[config.mk]
export PLATFORM = sky130hd
export DESIGN_NAME = zero_one_acc
export DESIGN_NICKNAME = d
export VERILOG_FILES = /design/src/rtl/zero_one_acc.sv
export SDC_FILE = /design/constraint.sdc
export NUM_CORES = 1
export LEC_CHECK = 0
export BUFFER_PORTS_ARGS = -buffer_cell sky130_fd_sc_hd__clkbuf_2
export CAP_MARGIN = 20
export CORE_MARGIN = 5
export CORE_UTILIZATION = 55
export DETAILED_ROUTE_END_ITERATION = 6
export PLACE_DENSITY = 0.9
export SLEW_MARGIN = 20
export SYNTH_ARGS = -nofsm -noshare
export SYNTH_HDL_FRONTEND = slang
export SYNTH_SLANG_ARGS = --single-unit
[constraint.sdc]
create_clock -name clk -period 6.9 [get_ports clk]
set_input_delay 1.38 -clock clk [delete_from_list [all_inputs] [get_ports clk]]
set_output_delay 1.38 -clock clk [all_outputs]
set_load 0.1 [all_outputs]
[src/rtl/zero_one_acc.sv]
// zero_one_acc: per-word zero/one counter with per-frame running totals.
//
// Each accepted word (in_valid=1, clear=0) produces registered zero/one
// counts one cycle later and is folded into the frame totals. A word that
// arrives while no frame is open (IDLE or DONE) starts a new frame; a word
// with frame_last=1 closes the frame, and frame_done pulses in the
// following cycle. Totals and word_cnt hold after the frame closes until
// the next frame opens, a clear, or a reset.
//
// Build option:
//   ZERO_ONE_ACC_SAT_EN  defined   -> zeros_total, ones_total, word_cnt
//                                     saturate at all-ones on overflow
//                        undefined -> those values wrap modulo 2^width
// The sticky ovf flag behaves the same in both builds.

module zero_one_acc #(
  parameter  int COUNT_OF_BITS = 4,
  parameter  int ACC_WIDTH     = 16,
  parameter  int CNT_WIDTH     = 8,
  localparam int PW            = $clog2(COUNT_OF_BITS + 1)
) (
  input  logic                     clk,
  input  logic                     rst,
  input  logic                     in_valid,
  input  logic [COUNT_OF_BITS-1:0] num,
  input  logic                     frame_last,
  input  logic                     clear,
  output logic                     out_valid,
  output logic [PW-1:0]            zeros,
  output logic [PW-1:0]            ones,
  output logic [ACC_WIDTH-1:0]     zeros_total,
  output logic [ACC_WIDTH-1:0]     ones_total,
  output logic [CNT_WIDTH-1:0]     word_cnt,
  output logic                     frame_done,
  output logic                     ovf
);

  typedef enum logic [1:0] {
    S_IDLE  = 2'd0,
    S_ACCUM = 2'd1,
    S_DONE  = 2'd2
  } state_t;

  // Sum width: wide enough for either operand plus a carry, so the
  // overflow test is an exact compare against 2^ACC_WIDTH.
  localparam int SW = ((ACC_WIDTH > PW) ? ACC_WIDTH : PW) + 1;
  localparam logic [SW-1:0] ACC_LIM = SW'(1) << ACC_WIDTH;

  state_t state, state_nxt;

  logic                 open_frame;
  logic [PW-1:0]        ones_c, zeros_c;
  logic [SW-1:0]        zsum, osum;
  logic                 z_of, o_of, wc_of;
  logic [ACC_WIDTH-1:0] zt_nxt, ot_nxt;
  logic [CNT_WIDTH-1:0] wc_nxt;
  logic                 ovf_nxt;

  // State register: the only place the frame state changes.
  // NOTE: sequential state is always written with non-blocking (<=)
  // assignments so every flop samples pre-edge values, independent of
  // the order in which always blocks are evaluated.
  always_ff @(posedge clk or negedge rst) begin
    if (!rst) state <= S_IDLE;
    else      state <= state_nxt;
  end

  // Next-state logic: clear wins, any accepted word opens/continues or
  // closes a frame, and DONE falls back to IDLE on an empty cycle.
  // NOTE: every always_comb target gets a default first so no path can
  // leave it unassigned and infer a latch.
  always_comb begin
    state_nxt = state;
    if (clear) begin
      state_nxt = S_IDLE;
    end else if (in_valid) begin
      state_nxt = frame_last ? S_DONE : S_ACCUM;
    end else if (state == S_DONE) begin
      state_nxt = S_IDLE;
    end
  end

  // Datapath next values: per-word counts over every bit of num, the
  // candidate totals, and the overflow conditions for this word.
  always_comb begin
    ones_c = '0;
    for (int i = 0; i < COUNT_OF_BITS; i++) begin
      ones_c = ones_c + PW'(num[i]);
    end
    zeros_c = PW'(COUNT_OF_BITS) - ones_c;

    // Only an open frame (ACCUM) continues; IDLE and DONE start over.
    open_frame = (state != S_ACCUM);

    zsum = (open_frame ? '0 : SW'(zeros_total)) + SW'(zeros_c);
    osum = (open_frame ? '0 : SW'(ones_total))  + SW'(ones_c);
    z_of = (zsum >= ACC_LIM);
    o_of = (osum >= ACC_LIM);

    wc_of  = !open_frame && (word_cnt == '1);
    wc_nxt = open_frame ? CNT_WIDTH'(1) : word_cnt + CNT_WIDTH'(1);

`ifdef ZERO_ONE_ACC_SAT_EN
    zt_nxt = z_of ? '1 : zsum[ACC_WIDTH-1:0];
    ot_nxt = o_of ? '1 : osum[ACC_WIDTH-1:0];
    if (wc_of) wc_nxt = '1;
`else
    zt_nxt = zsum[ACC_WIDTH-1:0];
    ot_nxt = osum[ACC_WIDTH-1:0];
`endif

    // A new frame starts with a clean flag; otherwise the flag is sticky.
    ovf_nxt = (open_frame ? 1'b0 : ovf) | z_of | o_of | wc_of;
  end

  // Output registers: word counts, totals, pulses and the sticky flag.
  always_ff @(posedge clk or negedge rst) begin
    if (!rst) begin
      out_valid   <= 1'b0;
      zeros       <= '0;
      ones        <= '0;
      zeros_total <= '0;
      ones_total  <= '0;
      word_cnt    <= '0;
      frame_done  <= 1'b0;
      ovf         <= 1'b0;
    end else if (clear) begin
      out_valid   <= 1'b0;
      zeros_total <= '0;
      ones_total  <= '0;
      word_cnt    <= '0;
      frame_done  <= 1'b0;
      ovf         <= 1'b0;
    end else if (in_valid) begin
      out_valid   <= 1'b1;
      zeros       <= zeros_c;
      ones        <= ones_c;
      zeros_total <= zt_nxt;
      ones_total  <= ot_nxt;
      word_cnt    <= wc_nxt;
      frame_done  <= frame_last;
      ovf         <= ovf_nxt;
    end else begin
      out_valid   <= 1'b0;
      frame_done  <= 1'b0;
    end
  end

endmodule
==> metrics, run 1 <==
Final HPWL DP=around 5200 um; worst reg-to-reg setup slack=3.67 ns; multiplexer share of the synthesized area=approximately 1.7%; worst r2r path cells=10; Cell Pwr Density=~210 nW/um^2; largest net degree at the start of global routing=51; reg-to-reg endpoint=zeros_total[12]$_DFFE_PN0P_; syn_area_per_cell=8.922 um^2; # hold bufs at CTS=0; grt total ovfl=0; Tot Pwr=0.0007217 W; antenna viol nets, final=0; Area Overhead vs Synth=12.52%; first-pass GRT wire length=12930 um; setup_tns=0 ns; adder-cell share of the synthesized area=5.092%; r2r startpoint=state[1]$_DFFE_PN0P_; crit path launch type=input port; DIE WIDTH=83.83 um; commonest non-fill, non-tap cell in the layout=clkbuf_2; clk sinks=50; Max Freq=approximately 220 MHz; Final Max Slew Viols=0; CTS Buf Count=5; number of max-cap violations=0; VDD IR max=approximately 0.00013 V; CP startpoint=num[0]; antenna cells=0; vias in the first global route=2755; main combinational cell family by area after synthesis=compound AO/OA/AOI/OAI gates; worst endpoint required time=7.13 ns; synth unique cells=54; Vias=2884; post-synthesis cell area=2998 um^2; fin crit share=65.12%; commonest non-fill, non-tap cells in the layout=clkbuf_2 (57), dfrtp_1 (50), nand2_1 (33), a21oi_1 (33), o21ai_0 (33); Total GRT Usage=a little over a fifth; critical path peak fanout=10; Syn Nets=356; Yosys reg bits=50; Rows=26; post-route minimum period=4.493 ns; initial antenna violation count=0; Post-CTS Setup Bufs=0; hold violation total from the final report=0; Root Driver=clkbuf_8; Layout fillers=435; clock slew at reported path FFs=0.10 ns; area occupied by multi-input gates=1580 um^2; Final setup viols=0; synth warn=0; Crit Path Class=in -> reg; Post-synth EDFFs=0; placed cells=446; Cells after Synth=about 340; Layout Cells excl Fill=~450; Slew @ Worst Pin=0.9717 ns; Die H=83.83 um; CTS tree=done; xor and xnor area share after synthesis=1.753%; leakage=1.537 nW; Initial Util=57.60%; Critical Path End=zeros_total[12]$_DFFE_PN0P_; clk_lat worst skew=0.31 ns; Synth Area in Compound Gates=22.83%; FF+latch area=1251 um^2; relative slew slack=35.22%; Core Area=5205 um^2; clk_skew=around 0.012 ns; nature of the critical path endpoint=flip-flop; post-DR vias/cell=~6.4; CTS max path bufs=2; final WL=7613 um; Remaining DRCs=0; asr flop ratio synth=100.0%; layout cells sized above 1=about a fifth; main flop type after synthesis=dfrtp_1; H-tree depth=2; # resized after CTS=0; Ports=58; RSZ-0062 raised after global routing=false; Hold Crit Class=reg -> reg; Synth Area in Simple Gates=about a fifth; I/O Buffers=57; Seq/Total Area, Yosys=41.74%; crit path DAT=4.72 ns; DR WL/cell=between 15 and 20 um; status=finished clean; full die area=approximately 7000 um^2; routability congestion estimate=0.8693; fin nets=just over 400; Initial DRT Pass Iterations=5; DRT iter0 DRCs=331
-- final cells by class --
class	count	share of cell area [%]
Timing Repair Buffer	58	8.680
Tap cell	70	2.596
Sequential cell	50	37.09
Inverter	13	1.447
Clock inverter	1	0.8902
Clock buffer	6	2.448
Multi-Input combinational cell	255	46.85
-- worst min-delay path by stage --
stage,from,endpoint,slack (ns),depth (start not counted)
floorplan,state[1]$_DFFE_PN0P_,state[1]$_DFFE_PN0P_,0.50,1
global placement,ones[1]$_DFFE_PN0P_,ones[1]$_DFFE_PN0P_,0.47,2
detailed placement,zeros[2]$_DFFE_PN0P_,zeros[2]$_DFFE_PN0P_,0.47,2
CTS,zeros[2]$_DFFE_PN0P_,zeros[2]$_DFFE_PN0P_,0.49,2
global route,zeros[2]$_DFFE_PN0P_,zeros[2]$_DFFE_PN0P_,0.53,2
finish,zeros[2]$_DFFE_PN0P_,zeros[2]$_DFFE_PN0P_,0.49,2
-- power breakdown --
group	switching, W	internal, W
Sequential	0.00000901	0.000305
Combinational	0.000157	0.0000368
Clock	0.0000978	0.000116
Total	0.000264	0.000457
-- sequential cells by signal (all words and copies together), names as in the netlist --
name,flops
zeros,3
word_cnt,8
frame_done,1
ones_total,16
ovf,1
zeros_total,16
ones,2
out_valid,1
state,2
-- synthesized netlist by cell type, types with 2 or more instances --
library cell  count  share of area [%]
a211oi_1          3               0.75
a21o_1            2               0.50
a21oi_1          33                5.5
a22oi_1           2               0.50
a31oi_1          12                2.5
a32oi_1           2               0.58
a41oi_1           5                1.5
and2_1            8                1.7
and3_1            5                1.0
and4_1            4                1.2
buf_2             2               0.33
buf_4             2               0.50
clkbuf_1         10                1.3
clkbuf_8          4                1.8
dfrtp_1          50                 42
fa_1              2                1.3
ha_1              9                3.8
inv_1            12                1.5
mux2i_1           4                1.3
nand2_1          33                4.1
nand2b_1          4               0.83
nand3_1          11                1.8
nand3b_1          4                1.0
nand4_1           9                1.9
nand4b_1          3               0.88
nor2_1           24                3.0
nor3_1            5               0.83
nor3b_1           2               0.50
nor4_1            3               0.63
o211ai_1          3               0.75
o21ai_0          33                5.5
o22ai_1           2               0.42
o31ai_1           2               0.50
or3_1             3               0.63
xnor2_1           3               0.88
xor2_1            3               0.88
-- routing by layer --
metal | track usage, % | routed length [um]
met3 | 4.541 | 621
met1 | 28.55 | 3224
met5 | 0 | 0
met2 | 35.79 | 3609
met4 | 8.480 | 158
-- cells by family (layout without fill, tap and decap cells) --
family	Yosys count	in the layout
mux	5	5
compound gates	110	110
fa+ha+maj	11	11
flops	50	50
buf+inv	31	78
xor+xnor	6	6
simple gates	123	123
-- metrics by stage --
stage / util (%) / instance area [um^2] / hold slack [ns] / setup WS (ns)
2_1_floorplan: - / 2998 / 0.5020 / 2.554
3_5_place_dp: 62.64 / 3261 / 0.4694 / 2.111
3_3_place_gp: 62.64 / 3261 / 0.4674 / 2.307
6_report: 64.81 / 3373 / 0.4894 / 2.407
4_1_cts: 64.81 / 3373 / 0.4908 / 2.421
5_1_grt: 64.81 / 3373 / 0.5299 / 2.174
-- worst max-delay path: stages --
cell and delay (ns):
clkbuf_2 0.09, fa_1 0.56, ha_1 0.24, xor2_1 0.38
xnor2_1 0.21, fa_1 0.48, nand2b_1 0.20, a211oi_2 0.56
nand4_1 0.14, or3_1 0.32, a21oi_1 0.16
No activity file was read; power rests on OpenSTA's default activity.
==> inputs of run 2 (changes only) <==
Clock period 6.9 ns to 4.2 ns, I/O delays scaled along.
==> metrics, run 2 (synthesis results as in run 1) <==
Slowest cell on crit path=fa_1; antenna cells=0 (unchanged); vias in the first global route=2742 (-0.47%); clk sinks=50 (unchanged); Layout fillers=437 (+0.46%); Die H=83.83 um (unchanged); CTS tree=done; Final Instance Area=3369 um^2 (-0.11%); clock slew at reported path FFs=0.09 ns (about the same); clk_lat worst skew=0.31 ns (about the same); post-route minimum period=3.635 ns; Slew @ Worst Pin=0.9984 ns (+0.02664 ns); Remaining DRCs=0 (unchanged); crit path DAT=3.87 ns (-0.85 ns); Tot Pwr=0.001111 W (+54%); CP Cell Sequence=clkbuf_2 -> fa_1 -> ha_1 -> nor3b_1 -> a21oi_1 -> o22ai_1 -> ha_1 -> o211ai_1 -> nor3b_1 -> nand3_1 -> or3_1 -> a21oi_1; DIE WIDTH=83.83 um (unchanged); Final setup viols=0 (unchanged); Post-CTS Setup Bufs=0 (unchanged); # hold bufs at CTS=0 (unchanged); clk_skew=0.004275 ns (-0.007724 ns); Rows=26 (unchanged); CP startpoint=num[0]; worst r2r path cells=11 (+1); Hold Crit Class=in -> async; fin nets=407 (+0.99%); max incr delay on CP=0.50 ns (-0.06 ns); # resized after CTS=0 (unchanged); fin crit share=86.55%; post-DR vias/cell=6.282 (-1.3%); Root Driver=clkbuf_8; initial antenna violation count=0 (unchanged); relative slew slack=33.44% (-1.8 points); final WL=7893 um (+3.7%); Vias=2871 (-0.45%); RSZ-0062 raised after global routing=false; grt total ovfl=0 (unchanged); largest net degree at the start of global routing=31 (-39%); worst endpoint required time=4.44 ns (-2.69 ns); routability congestion estimate=0.8354 (-3.9%); nature of the critical path endpoint=flip-flop; Area Overhead vs Synth=12.40%; Initial DRT Pass Iterations=5 (unchanged); commonest non-fill, non-tap cells in the layout=clkbuf_2 (57), dfrtp_1 (50), nand2_1 (33), a21oi_1 (33), o21ai_0 (33); number of max-cap violations=0 (unchanged); VDD IR max=0.0002506 V (+96%); Initial Util=57.60% (unchanged); hold violation total from the final report=0 (unchanged); Core Area=5205 um^2 (unchanged); DP Area=3291 um^2 (+0.92%); commonest non-fill, non-tap cell in the layout=clkbuf_2; layout cells sized above 1=20.16% (+0.83 points); status=finished clean; Crit Path Class=in -> reg; antenna viol nets, final=0 (unchanged); Total GRT Usage=22.99% (+1.1 points); CTS max path bufs=2 (unchanged); Cell Pwr Density=329.8 nW/um^2 (+54%); critical path peak fanout=7 (-3); setup_tns=0 ns (unchanged); full die area=7027 um^2 (unchanged); Max Freq=275.1 MHz; CTS Buf Count=5 (unchanged); Final HPWL DP=5485 um (+5.3%); crit path launch type=input port; first-pass GRT wire length=13410 um (+3.7%); DRT iter0 DRCs=361 (+9.1%); Final Max Slew Viols=0 (unchanged); Largest regs=ones_total (16), zeros_total (16), word_cnt (8); DR WL/cell=17.27 um (+2.8%); r2r startpoint=state[1]$_DFFE_PN0P_; leakage=1.543 nW (+0.41%); H-tree depth=2 (unchanged); I/O Buffers=57 (unchanged); Ports=58 (unchanged)
run 2: cell count changes in the layout (fill, tap and decap cells not counted), sizes merged:
cell,previous run,this run
bufinv,1,0
buf,1,5
clkbuf,63,62
clkinv,1,3
run 2: routing by layer:
metal / global-route usage [%] / part of all wire [%] / vias up
met1: 32.16 / 43 / 1374
met2: 36.73 / 48 / 147
met4: 5.702 / 1.3 / 0
met5: 0 / 0 / -
met3: 4.541 / 7.6 / 10
li1: - / - / 1340
run 2: critical path: cells and delay by family:
kind | cells | cell delay [ns]
fa+ha+maj | 3 | 1.15
buf+inv | 1 | 0.09
simple gates | 4 | 1.13
compound gates | 4 | 0.66
run 2: metrics by stage:
stage	std cells	utilization [%]	worst slack [ns]	hold slack (ns)
after detailed placement	450	63.22	0.3102	0.4885
after global placement	450	63.22	0.4240	0.4640
after CTS	457	64.74	0.5881	0.5080
final	457	64.74	0.5650	0.4974
after global routing	457	64.74	0.4260	0.5390
after floorplan	336	-	0.3943	0.5020
run 2: where the power goes:
| group | internal (W) | switching, W | leakage [nW] |
|---|---|---|---|
| clock network | 0.000112 | 0.000159 | 0.0438 |
| registers | 0.000500 | 0.0000155 | 0.684 |
| logic | 0.0000638 | 0.000260 | 0.815 |
| total | 0.000676 | 0.000435 | 1.54 |
run 2: area by class of cell:
| type | instances | area [um^2] | area share [%] |
|---|---|---|---|
| flip-flops and latches | 50 | 1251 | 37.13 |
| clock buffers | 5 | 68.82 | 2.042 |
| clock inverters | 2 | 10.01 | 0.2971 |
| multi-input cells | 255 | 1580 | 46.90 |
| well taps | 70 | 87.58 | 2.599 |
| inverters | 13 | 48.80 | 1.448 |
| repair buffers | 62 | 322.8 | 9.580 |
run 2: final timing paths:
path / to / slack, ns
max: zeros_total[11]$_DFFE_PN0P_ / 0.56
min: zeros[0]$_DFFE_PN0P_ / 0.50
max reg2reg: zeros_total[12]$_DFFE_PN0P_ / 1.17
min reg2reg: ones[1]$_DFFE_PN0P_ / 0.51
max in group asynchronous: ones_total[12]$_DFFE_PN0P_ / 2.91
min in group clk: ones[1]$_DFFE_PN0P_ / 0.51
